--- config.mk ---
export PLATFORM = sky130hd
export DESIGN_NAME = text_console_writer
export DESIGN_NICKNAME = d
export VERILOG_FILES = /design/src/rtl/text_console_writer.sv
export SDC_FILE = /design/constraint.sdc
export NUM_CORES = 1
export LEC_CHECK = 0
export ABC_AREA = 1
export CELL_PAD_IN_SITES_DETAIL_PLACEMENT = 1
export CELL_PAD_IN_SITES_GLOBAL_PLACEMENT = 1
export CORE_UTILIZATION = 38
export CTS_CLUSTER_DIAMETER = 50
export DETAILED_ROUTE_END_ITERATION = 12
export PLACE_DENSITY = 0.93
export SKIP_CTS_REPAIR_TIMING = 1
export SYNTH_ARGS = -nofsm -noshare
export SYNTH_HDL_FRONTEND = slang
export SYNTH_SLANG_ARGS = --single-unit
--- constraint.sdc ---
create_clock -name clk -period 6.6 [get_ports clk]
set_input_delay 0.66 -clock clk [delete_from_list [all_inputs] [get_ports clk]]
set_output_delay 0.66 -clock clk [all_outputs]
set_load 0.01 [all_outputs]
--- src/rtl/text_console_writer.sv ---
// text_console_writer: turns an ASCII byte stream into {attr, char} writes
// on the 80x30 text VRAM. It handles CR, LF, BS and FF and owns the VRAM ports.
// Optional feature macro: TEXT_CONSOLE_SCROLL_EN. When it is defined, a row
// advance past the last row scrolls the screen up by one row. When it is not
// defined, the cursor wraps back to row 0 and old text is overwritten in place.
module text_console_writer #(
    parameter int         COLS         = 80,
    parameter int         ROWS         = 30,
    parameter logic [7:0] DEFAULT_ATTR = 8'h07,
    parameter logic [7:0] BLANK_CHAR   = 8'h20
) (
    input  logic        clk,
    input  logic        rst_n,
    input  logic [7:0]  in_data,
    input  logic        in_valid,
    output logic        in_ready,
    input  logic [7:0]  attr_data,
    input  logic        attr_we,
    output logic [15:0] vram_addr,
    output logic [15:0] vram_wdata,
    output logic        vram_we,
    input  logic [15:0] vram_rdata,
    output logic [6:0]  cursor_x,
    output logic [4:0]  cursor_y,
    output logic        busy
);

    localparam logic [15:0] COLS_W    = 16'(COLS);
    localparam logic [15:0] LAST_ADDR = 16'(COLS * ROWS - 1);
    localparam logic [6:0]  LAST_COL  = 7'(COLS - 1);
    localparam logic [4:0]  LAST_ROW  = 5'(ROWS - 1);
`ifdef TEXT_CONSOLE_SCROLL_EN
    localparam logic [15:0] COPY_LEN  = 16'(COLS * (ROWS - 1));
`endif

    localparam logic [7:0] CH_BS = 8'h08;
    localparam logic [7:0] CH_LF = 8'h0A;
    localparam logic [7:0] CH_FF = 8'h0C;
    localparam logic [7:0] CH_CR = 8'h0D;

    typedef enum logic [2:0] {
        IDLE,
        WRITE,
`ifdef TEXT_CONSOLE_SCROLL_EN
        SCROLL_RD,
        SCROLL_WR,
`endif
        CLEAR
    } state_e;

    state_e      state_q;
    logic [7:0]  attr_q;
    logic [6:0]  cursorX_q;
    logic [4:0]  cursorY_q;
    logic [15:0] addr_q;
    logic [15:0] wdata_q;
    logic        we_q;
    logic        busy_q;
`ifdef TEXT_CONSOLE_SCROLL_EN
    logic [15:0] idx_q;
`endif

    logic [7:0]  attrEff;
    logic        accept;
    logic        lastRow;
    logic [15:0] cursorAddr;
    logic [4:0]  rowAdv_d;

    // An attribute load in the same cycle as an accept applies to that byte.
    assign attrEff    = attr_we ? attr_data : attr_q;
    assign in_ready   = (state_q == IDLE) && rst_n;
    assign accept     = in_valid && in_ready;
    assign lastRow    = (cursorY_q == LAST_ROW);
    assign cursorAddr = 16'(cursorY_q) * COLS_W + 16'(cursorX_q);

`ifdef TEXT_CONSOLE_SCROLL_EN
    // On the last row the cursor stays put; the scroll moves the text instead.
    assign rowAdv_d = lastRow ? cursorY_q : cursorY_q + 5'd1;
    // The copy phase writes the word read in the previous cycle straight through;
    // the final blank-row fill uses the registered word.
    assign vram_wdata = ((state_q == SCROLL_WR) && (idx_q < COPY_LEN)) ? vram_rdata : wdata_q;
`else
    logic unusedRdata;
    assign unusedRdata = ^vram_rdata;
    assign rowAdv_d    = lastRow ? 5'd0 : cursorY_q + 5'd1;
    assign vram_wdata  = wdata_q;
`endif

    assign vram_addr = addr_q;
    assign vram_we   = we_q;
    assign cursor_x  = cursorX_q;
    assign cursor_y  = cursorY_q;
    assign busy      = busy_q;

    // Control FSM: decodes bytes, moves the cursor and sequences VRAM writes, scroll and clear.
    always_ff @(posedge clk) begin
        if (!rst_n) begin
            state_q   <= IDLE;
            attr_q    <= DEFAULT_ATTR;
            cursorX_q <= '0;
            cursorY_q <= '0;
            addr_q    <= '0;
            wdata_q   <= '0;
            we_q      <= 1'b0;
            busy_q    <= 1'b0;
`ifdef TEXT_CONSOLE_SCROLL_EN
            idx_q     <= '0;
`endif
        end else begin
            if (attr_we) begin
                attr_q <= attr_data;
            end
            case (state_q)
                IDLE: begin
                    if (accept) begin
                        case (in_data)
                            CH_CR: cursorX_q <= '0;
                            CH_BS: begin
                                if (cursorX_q != 7'd0) begin
                                    cursorX_q <= cursorX_q - 7'd1;
                                end
                            end
                            CH_LF: begin
                                cursorX_q <= '0;
                                cursorY_q <= rowAdv_d;
`ifdef TEXT_CONSOLE_SCROLL_EN
                                if (lastRow) begin
                                    state_q <= SCROLL_RD;
                                    addr_q  <= COLS_W;
                                    idx_q   <= '0;
                                    busy_q  <= 1'b1;
                                end
`endif
                            end
                            CH_FF: begin
                                state_q <= CLEAR;
                                addr_q  <= '0;
                                wdata_q <= {attrEff, BLANK_CHAR};
                                we_q    <= 1'b1;
                                busy_q  <= 1'b1;
                            end
                            default: begin
                                state_q <= WRITE;
                                addr_q  <= cursorAddr;
                                wdata_q <= {attrEff, in_data};
                                we_q    <= 1'b1;
                            end
                        endcase
                    end
                end
                WRITE: begin
                    we_q    <= 1'b0;
                    state_q <= IDLE;
                    if (cursorX_q == LAST_COL) begin
                        cursorX_q <= '0;
                        cursorY_q <= rowAdv_d;
`ifdef TEXT_CONSOLE_SCROLL_EN
                        if (lastRow) begin
                            state_q <= SCROLL_RD;
                            addr_q  <= COLS_W;
                            idx_q   <= '0;
                            busy_q  <= 1'b1;
                        end
`endif
                    end else begin
                        cursorX_q <= cursorX_q + 7'd1;
                    end
                end
`ifdef TEXT_CONSOLE_SCROLL_EN
                SCROLL_RD: begin
                    addr_q  <= idx_q;
                    we_q    <= 1'b1;
                    state_q <= SCROLL_WR;
                end
                SCROLL_WR: begin
                    if (idx_q == LAST_ADDR) begin
                        state_q <= IDLE;
                        we_q    <= 1'b0;
                        busy_q  <= 1'b0;
                    end else if (idx_q < COPY_LEN - 16'd1) begin
                        idx_q   <= idx_q + 16'd1;
                        addr_q  <= idx_q + 16'd1 + COLS_W;
                        we_q    <= 1'b0;
                        state_q <= SCROLL_RD;
                    end else begin
                        idx_q   <= idx_q + 16'd1;
                        addr_q  <= idx_q + 16'd1;
                        wdata_q <= {attrEff, BLANK_CHAR};
                    end
                end
`endif
                CLEAR: begin
                    if (addr_q == LAST_ADDR) begin
                        state_q   <= IDLE;
                        we_q      <= 1'b0;
                        busy_q    <= 1'b0;
                        cursorX_q <= '0;
                        cursorY_q <= '0;
                    end else begin
                        addr_q  <= addr_q + 16'd1;
                        wdata_q <= {attrEff, BLANK_CHAR};
                    end
                end
                default: state_q <= IDLE;
            endcase
        end
    end

endmodule

==> metrics.md, run 1 <==
| Metric | Value |
|---|---|
| DRC | 0 |
| Final worst-path cycle share | 0.438 |
| Drt initial violations | 102 |
| Worst-path fanout max | 35 |
| DRT Pass-1 Iters | 5 |
| Area share of and/or/nand/nor cells after synthesis | 0.428 |
| Maximum VDD drop | 217 uV |
| Die Y | 102 microns |
| I/O Buffers | 66 |
| I/O pins | 83 |
| Worst Hold Launch | vram_wdata[3] |
| Synth Register Bits | 56 |
| Slew @ Worst Pin | 0.886 ns |
| Synthesized area per cell | 6.02 sq um |
| Synthesized cell area | 0.00381 sq mm |
| Sequential share of the synthesized area | 0.294 |
| Clk slew on worst S/H paths | 0.10 ns |
| Post-Route WL | 12200 microns |
| DRT antenna net count | 0 |
| Worst Hold Class | reg2reg |
| Vias per cell | 5.14 |
| Most common flop cell mapped by yosys | dfxtp_1 |
| Worst R2R Start | state_q[0] |
| Synth area leaders | dfxtp_1 29%, nand2_1 19%, nor2_1 12%, inv_1 6.6%, ha_1 6.2% |
| Area grow syn2layout | 21.5% |
| Final-layout fill cell count | 1352 |
| RSZ-0062 raised after global routing | no |
| Met2 usage | 0.461 |
| Flop-to-flop setup slack | 3.94 ns |
| Largest family of logic cells by synthesized area | simple AND/OR/NAND/NOR gates |
| Synth Area in Adders | 0.0729 |
| F_max | 346 MHz |
| Max clock buf depth | 2 |
| TNS Setup | 0 ns |
| Most Used Layer, Global Route | met2 |
| Maxcap violations | 0 |
| Width of the die | 102 microns |
| Fraction of the mapped netlist area in compound gates | 0.0978 |
| Initial antenna violation count | 0 |
| CTS Root Cell | clkbuf_8 |
| Pwr/cell area | 408 mW/mm^2 |
| Leakage | 2.14 nW |
| Met3 usage in global routing | 0.0376 |
| Nets | 745 |
| Share of layout cells above drive strength 1 | 0.0348 |
| Site Rows | 36 |
| Min Tclk post-route | 2.89 ns |
| Congestion Overflow GR | 0 |
| WHS | 0.473 ns |
| First-pass GRT wire length | 20100 microns |
| Final setup fails | 0 |
| Final Skew | 0.00916 ns |
| GR met1 Demand/Resource | 0.275 |
| Syn Nets | 690 |
| Fin. Hold Viols | 0 |
| Initial Util | 0.392 |
| WS Path Type | in2out |
| Hold Path Stages | 2 |
| Later-pin clock latency in the skew report | 0.32 ns |
| CTS tree | built |
| Diode count | 0 |
| Synth Area in XOR/XNOR | 0.00689 |
| Final GP Congestion | 0.872 |
| FF-to-FF End | vram_wdata[14] |
| Synth top area share | 0.294 |
| Status | finished clean |
| Final slew viol count | 0 |
| Vias | 4223 |
| Die footprint | 0.0104 sq mm |
| CORE AREA | 0.00973 sq mm |
| Area occupied by multi-input gates | 0.00231 sq mm |
| Worst setup EP type | output port |
| Startpoint types | input pin |
| Htree depth | 2 |
| Number of global-route vias before repair | 4390 |
| Mapped Cells | 633 |
| HPWL Detailed | 9330 microns |
| Asr flop ratio synth | 0 |
| Number of flops mapped to enable cells by yosys | 0 |
| Crit path DAT | 2.23 ns |
| Worst r2r path cells | 10 |
| Unique cell type count in the Yosys netlist | 35 |
| Overall global routing resource usage | 0.243 |
| CP required | 5.94 ns |
| TritonCTS Buffers | 5 |
| Drt wl/cell | 14.9 microns |
| Clock sink total | 56 |
| Synth warnings | 0 |
| Register Area | 0.00112 sq mm |
| Leading area contributor after synthesis | dfxtp_1 |
| Largest net degree at the start of global routing | 36 |
| Multiplexer area fraction after synthesis | 0 |
| Hold endpoint | vram_wdata[3] |
| Headroom to the max-slew limit | 0.409 |
| Origin of the worst setup path | rst_n |
state kept, by name, indices dropped and copies added (netlist names):
| name | count |
|---|---|
| state_q | 2 |
| vram_wdata | 16 |
| cursor_y | 5 |
| vram_we | 1 |
| cursor_x | 7 |
| attr_q | 8 |
| busy | 1 |
| vram_addr | 16 |
logic make-up (layout without fill, tap and decap cells):
group / after synthesis / count (layout)
simple gates: 392 / 392
xor+xnor: 3 / 3
compound gates: 71 / 71
fa+ha+maj: 21 / 21
buf+inv: 90 / 146
flops: 56 / 56
layout make-up:
class | count | area share
flip-flops and latches | 56 | 0.242
repair buffers | 67 | 0.144
well taps | 133 | 0.0359
multi-input cells | 487 | 0.499
inverters | 71 | 0.0581
clock buffers | 6 | 0.0178
clock inverters | 2 | 0.00324
worst max-delay path: stages:
cell	delay, ns
clkdlybuf4s50_1	0.45
buf_4	0.37
nand2_1	0.10
inv_1	0.07
clkdlybuf4s50_1	0.57
how the worst max path moves through the flow:
| stage | end | slack (ns) | cells past startpoint |
|---|---|---|---|
| 3_5_place_dp | in_ready | 3.73 | 5 |
| 3_3_place_gp | in_ready | 3.74 | 5 |
| 5_1_grt | in_ready | 3.64 | 5 |
| 2_1_floorplan | vram_addr[9] | 4.41 | 10 |
| 4_1_cts | in_ready | 3.71 | 5 |
| 6_report | in_ready | 3.71 | 5 |
cell usage in the layout (no fill, tap or decap), drive strengths merged, types with 2 or more instances in the layout:
master         count
dfxtp             56
inv               70
fa                 2
clkbuf             6
ha                19
o21bai             3
xor2               2
clkinvlp           2
o21ai             36
nor2             127
nand4             10
o22ai              3
clkdlybuf4s50     66
nand2            202
nand3             46
nor3               4
a21oi             26
power by group:
part	internal, mW	switching (mW)	total, mW
clock	0.0854	0.125	0.211
sequential	0.427	0.133	0.560
combinational	0.427	0.690	1.12
total	0.939	0.949	1.89
synthesized netlist by cell type (2+ instances only):
| cell type | count |
|---|---|
| ha_1 | 19 |
| nand4_1 | 10 |
| nor2_2 | 3 |
| fa_1 | 2 |
| inv_2 | 2 |
| buf_6 | 3 |
| o21ai_0 | 36 |
| clkbuf_1 | 5 |
| nand2_4 | 3 |
| nor2_1 | 123 |
| buf_1 | 2 |
| nor3_1 | 4 |
| nand3_1 | 45 |
| xor2_1 | 2 |
| buf_2 | 6 |
| a21oi_1 | 26 |
| o22ai_1 | 3 |
| nand2_1 | 196 |
| o21bai_1 | 3 |
| inv_1 | 67 |
| nand2_2 | 2 |
| buf_4 | 3 |
| dfxtp_1 | 56 |
metrics by stage:
step	cells	worst slack, ns	power (mW)	utilization	instance area (sq um)
after floorplan	633	4.41	1.32	-	3810
after global placement	814	3.74	1.61	0.466	4530
after detailed placement	814	3.73	1.69	0.466	4530
after CTS	822	3.71	1.90	0.476	4630
after global routing	822	3.64	2.07	0.476	4630
final	822	3.71	1.89	0.476	4630
layer usage:
metal  share of wire  vias to the layer above  wire length [microns]
met3           0.026                       25                    317
met1            0.43                     2033                   5200
li1                -                     2095                      -
met2            0.53                       70                   6460
met4           0.020                        0                    242
met5               0                        -                      0
No activity file was read; power rests on OpenSTA's default activity.
==> run 2: changes to the inputs <==
Settings changed: CORE_UTILIZATION 38 to 32, PLACE_DENSITY 0.93 to 0.84.
Clock period 6.6 ns to 2.5 ns, I/O delays scaled along.
==> run 2 against run 1 <==
  * Final cell count increased by 2.2%
  * The run now ends with design-rule violations left
  * Critical path type is now reg2reg
  * Worst setup slack got worse by 3.5 ns
  * Critical endpoint is now vram_addr[10]
  * Non-clock buffer count grew 8
  * Count of clock-buffer cells in the layout down 1
==> metrics.md, run 2 (synthesis gave the netlist of run 1 again) <==
| Metric | Value |
|---|---|
| Status | complete, but fails checks |
| Failing checks | design-rule violations |
| Later-pin clock latency in the skew report | 0.31 ns (about the same) |
| I/O pins | 83 (unchanged) |
| Min Tclk post-route | 2.30 ns |
| Placed insts | 832 (+2.2%) |
| First-pass GRT wire length | 20500 microns (+2.0%) |
| DRC | 8 (+8) |
| Headroom to the max-slew limit | 0.422 (+0.0128) |
| Setup ws final | 0.204 ns (-3.51 ns) |
| DRT antenna net count | 0 (unchanged) |
| Most frequent cells in the layout | 196 x nand2_1, 123 x nor2_1, 67 x inv_1 |
| Diode count | 0 (unchanged) |
| Initial Util | 0.331 (-0.0608) |
| Clock sink total | 56 (unchanged) |
| Max clock buf depth | 2 (unchanged) |
| CP bufs+invs | 2 (-2) |
| Flop-to-flop setup slack | 0.20 ns (-3.74 ns) |
| DP Worst Slack | 0.185 ns (-3.54 ns) |
| Commonest non-fill, non-tap cell in the layout | nand2_1 |
| DRT Pass-1 Iters | 8 (+3) |
| CORE AREA | 0.0115 sq mm (+18%) |
| Startpoint types | flop |
| Maxcap violations | 0 (unchanged) |
| Maximum VDD drop | 420 uV (+94%) |
| TNS Setup | 0 ns (unchanged) |
| Final slew viol count | 0 (unchanged) |
| Die footprint | 0.0123 sq mm (+18%) |
| Final worst-path cycle share | 0.918 |
| Pwr/cell area | 1090 mW/mm^2 (+170%) |
| Clk slew on worst S/H paths | 0.09 ns (about the same) |
| Width of the die | 111 microns (+8.8%) |
| TritonCTS Buffers | 5 (unchanged) |
| Most used cell, CP | nor2_1 |
| Vias per cell | 5.02 (-2.4%) |
| Die Y | 111 microns (+8.8%) |
| Largest stage delay, worst path | 0.42 ns (-0.15 ns) |
| Final setup fails | 0 (unchanged) |
| Fin. Hold Viols | 0 (unchanged) |
| I/O Buffers | 66 (unchanged) |
| CTS tree | built |
| Worst setup EP type | flop |
| Leakage | 2.21 nW (+3.2%) |
| HPWL Detailed | 9190 microns (-1.6%) |
| Drt wl/cell | 14.5 microns (-2.7%) |
| Critical path's slowest cell | fa_1 |
| CP top delay family | adder cells |
| Layout Cells excl Fill | 840 (+2.2%) |
| Vias | 4214 (-0.21%) |
| Initial antenna violation count | 0 (unchanged) |
| Crit path DAT | 2.50 ns (+0.27 ns) |
| Congestion Overflow GR | 0 (unchanged) |
| Overall global routing resource usage | 0.203 (-0.0399) |
| Site Rows | 39 (+8.3%) |
| Slew @ Worst Pin | 0.867 ns (-0.0191 ns) |
| Final Instance Area | 0.00476 sq mm (+2.8%) |
| RSZ-0062 raised after global routing | no |
| Post-Route WL | 12200 microns (-0.54%) |
| WS Path Type | reg2reg |
| Nets | 753 (+1.1%) |
| CP cell instances | ha_1, ha_1, fa_1, nand2_1, inv_1, nor2_1, inv_1, nor2_1, nand2_1, nand2_1, o21ai_0, nor2_1, nor2_1 |
| CTS Root Cell | clkbuf_16 |
| Worst Hold Class | reg2reg |
| Final Skew | 0.00954 ns (+0.000386 ns) |
| Final GP Congestion | 0.860 (-1.4%) |
| Number of global-route vias before repair | 4319 (-1.6%) |
| CP required | 2.70 ns (-3.24 ns) |
| Largest net degree at the start of global routing | 33 (-8.3%) |
| Worst-path fanout max | 4 (-89%) |
| Htree depth | 2 (unchanged) |
| Drt initial violations | 168 (+65%) |
| Placed Area | 0.00461 sq mm (+1.6%) |
| F_max | 436 MHz |
| Area grow syn2layout | 24.9% |
| Share of layout cells above drive strength 1 | 0.0473 (+0.0125) |
## run 2: path summary, 6_finish.rpt
path	start	end	cells past startpoint
setup reg to reg	cursor_y[1]	vram_addr[10]	13
setup / recovery	cursor_y[1]	vram_addr[10]	13
hold reg to reg	vram_wdata[3]	vram_wdata[3]	2
hold / removal	vram_wdata[3]	vram_wdata[3]	2
## run 2: worst reg2reg max path: stages (launching register included)
cell and delay [ns]:
dfxtp_1 0.33, ha_1 0.29, ha_1 0.23, fa_1 0.42, nand2_1 0.10, inv_1 0.05
nor2_1 0.22, inv_1 0.08, nor2_1 0.14, nand2_1 0.07, nand2_1 0.05, o21ai_0 0.07
nor2_1 0.10, nor2_1 0.04
## run 2: layer usage
metal,vias to the layer above,GRT usage,share of wire,wire [microns]
li1,2106,-,-,-
met1,2040,0.230,0.43,5280
met2,59,0.397,0.52,6350
met3,9,0.0252,0.031,382
met4,0,0.0532,0.012,142
met5,-,0,0,0
## run 2: where the power goes
part | switching (mW) | leakage [nW] | internal [mW]
logic | 1.83 | 1.68 | 1.16
clock network | 0.374 | 0.0719 | 0.382
registers | 0.321 | 0.460 | 1.13
total | 2.53 | 2.21 | 2.67
## run 2: layout make-up
| class | count | area (sq um) |
|---|---|---|
| Fill cell | 1560 | 6760 |
| Timing Repair Buffer | 75 | 728 |
| Sequential cell | 56 | 1120 |
| Inverter | 71 | 269 |
| Clock inverter | 3 | 27.5 |
| Tap cell | 143 | 179 |
| Clock buffer | 5 | 125 |
| Multi-Input combinational cell | 487 | 2310 |
## run 2: per-stage QoR
stage	hold WS, ns	util	power, mW
2_1_floorplan	0.399	-	3.49
3_3_place_gp	0.451	0.400	4.34
3_5_place_dp	0.457	0.400	4.47
4_1_cts	0.477	0.413	5.26
5_1_grt	0.498	0.413	5.68
6_report	0.475	0.413	5.20
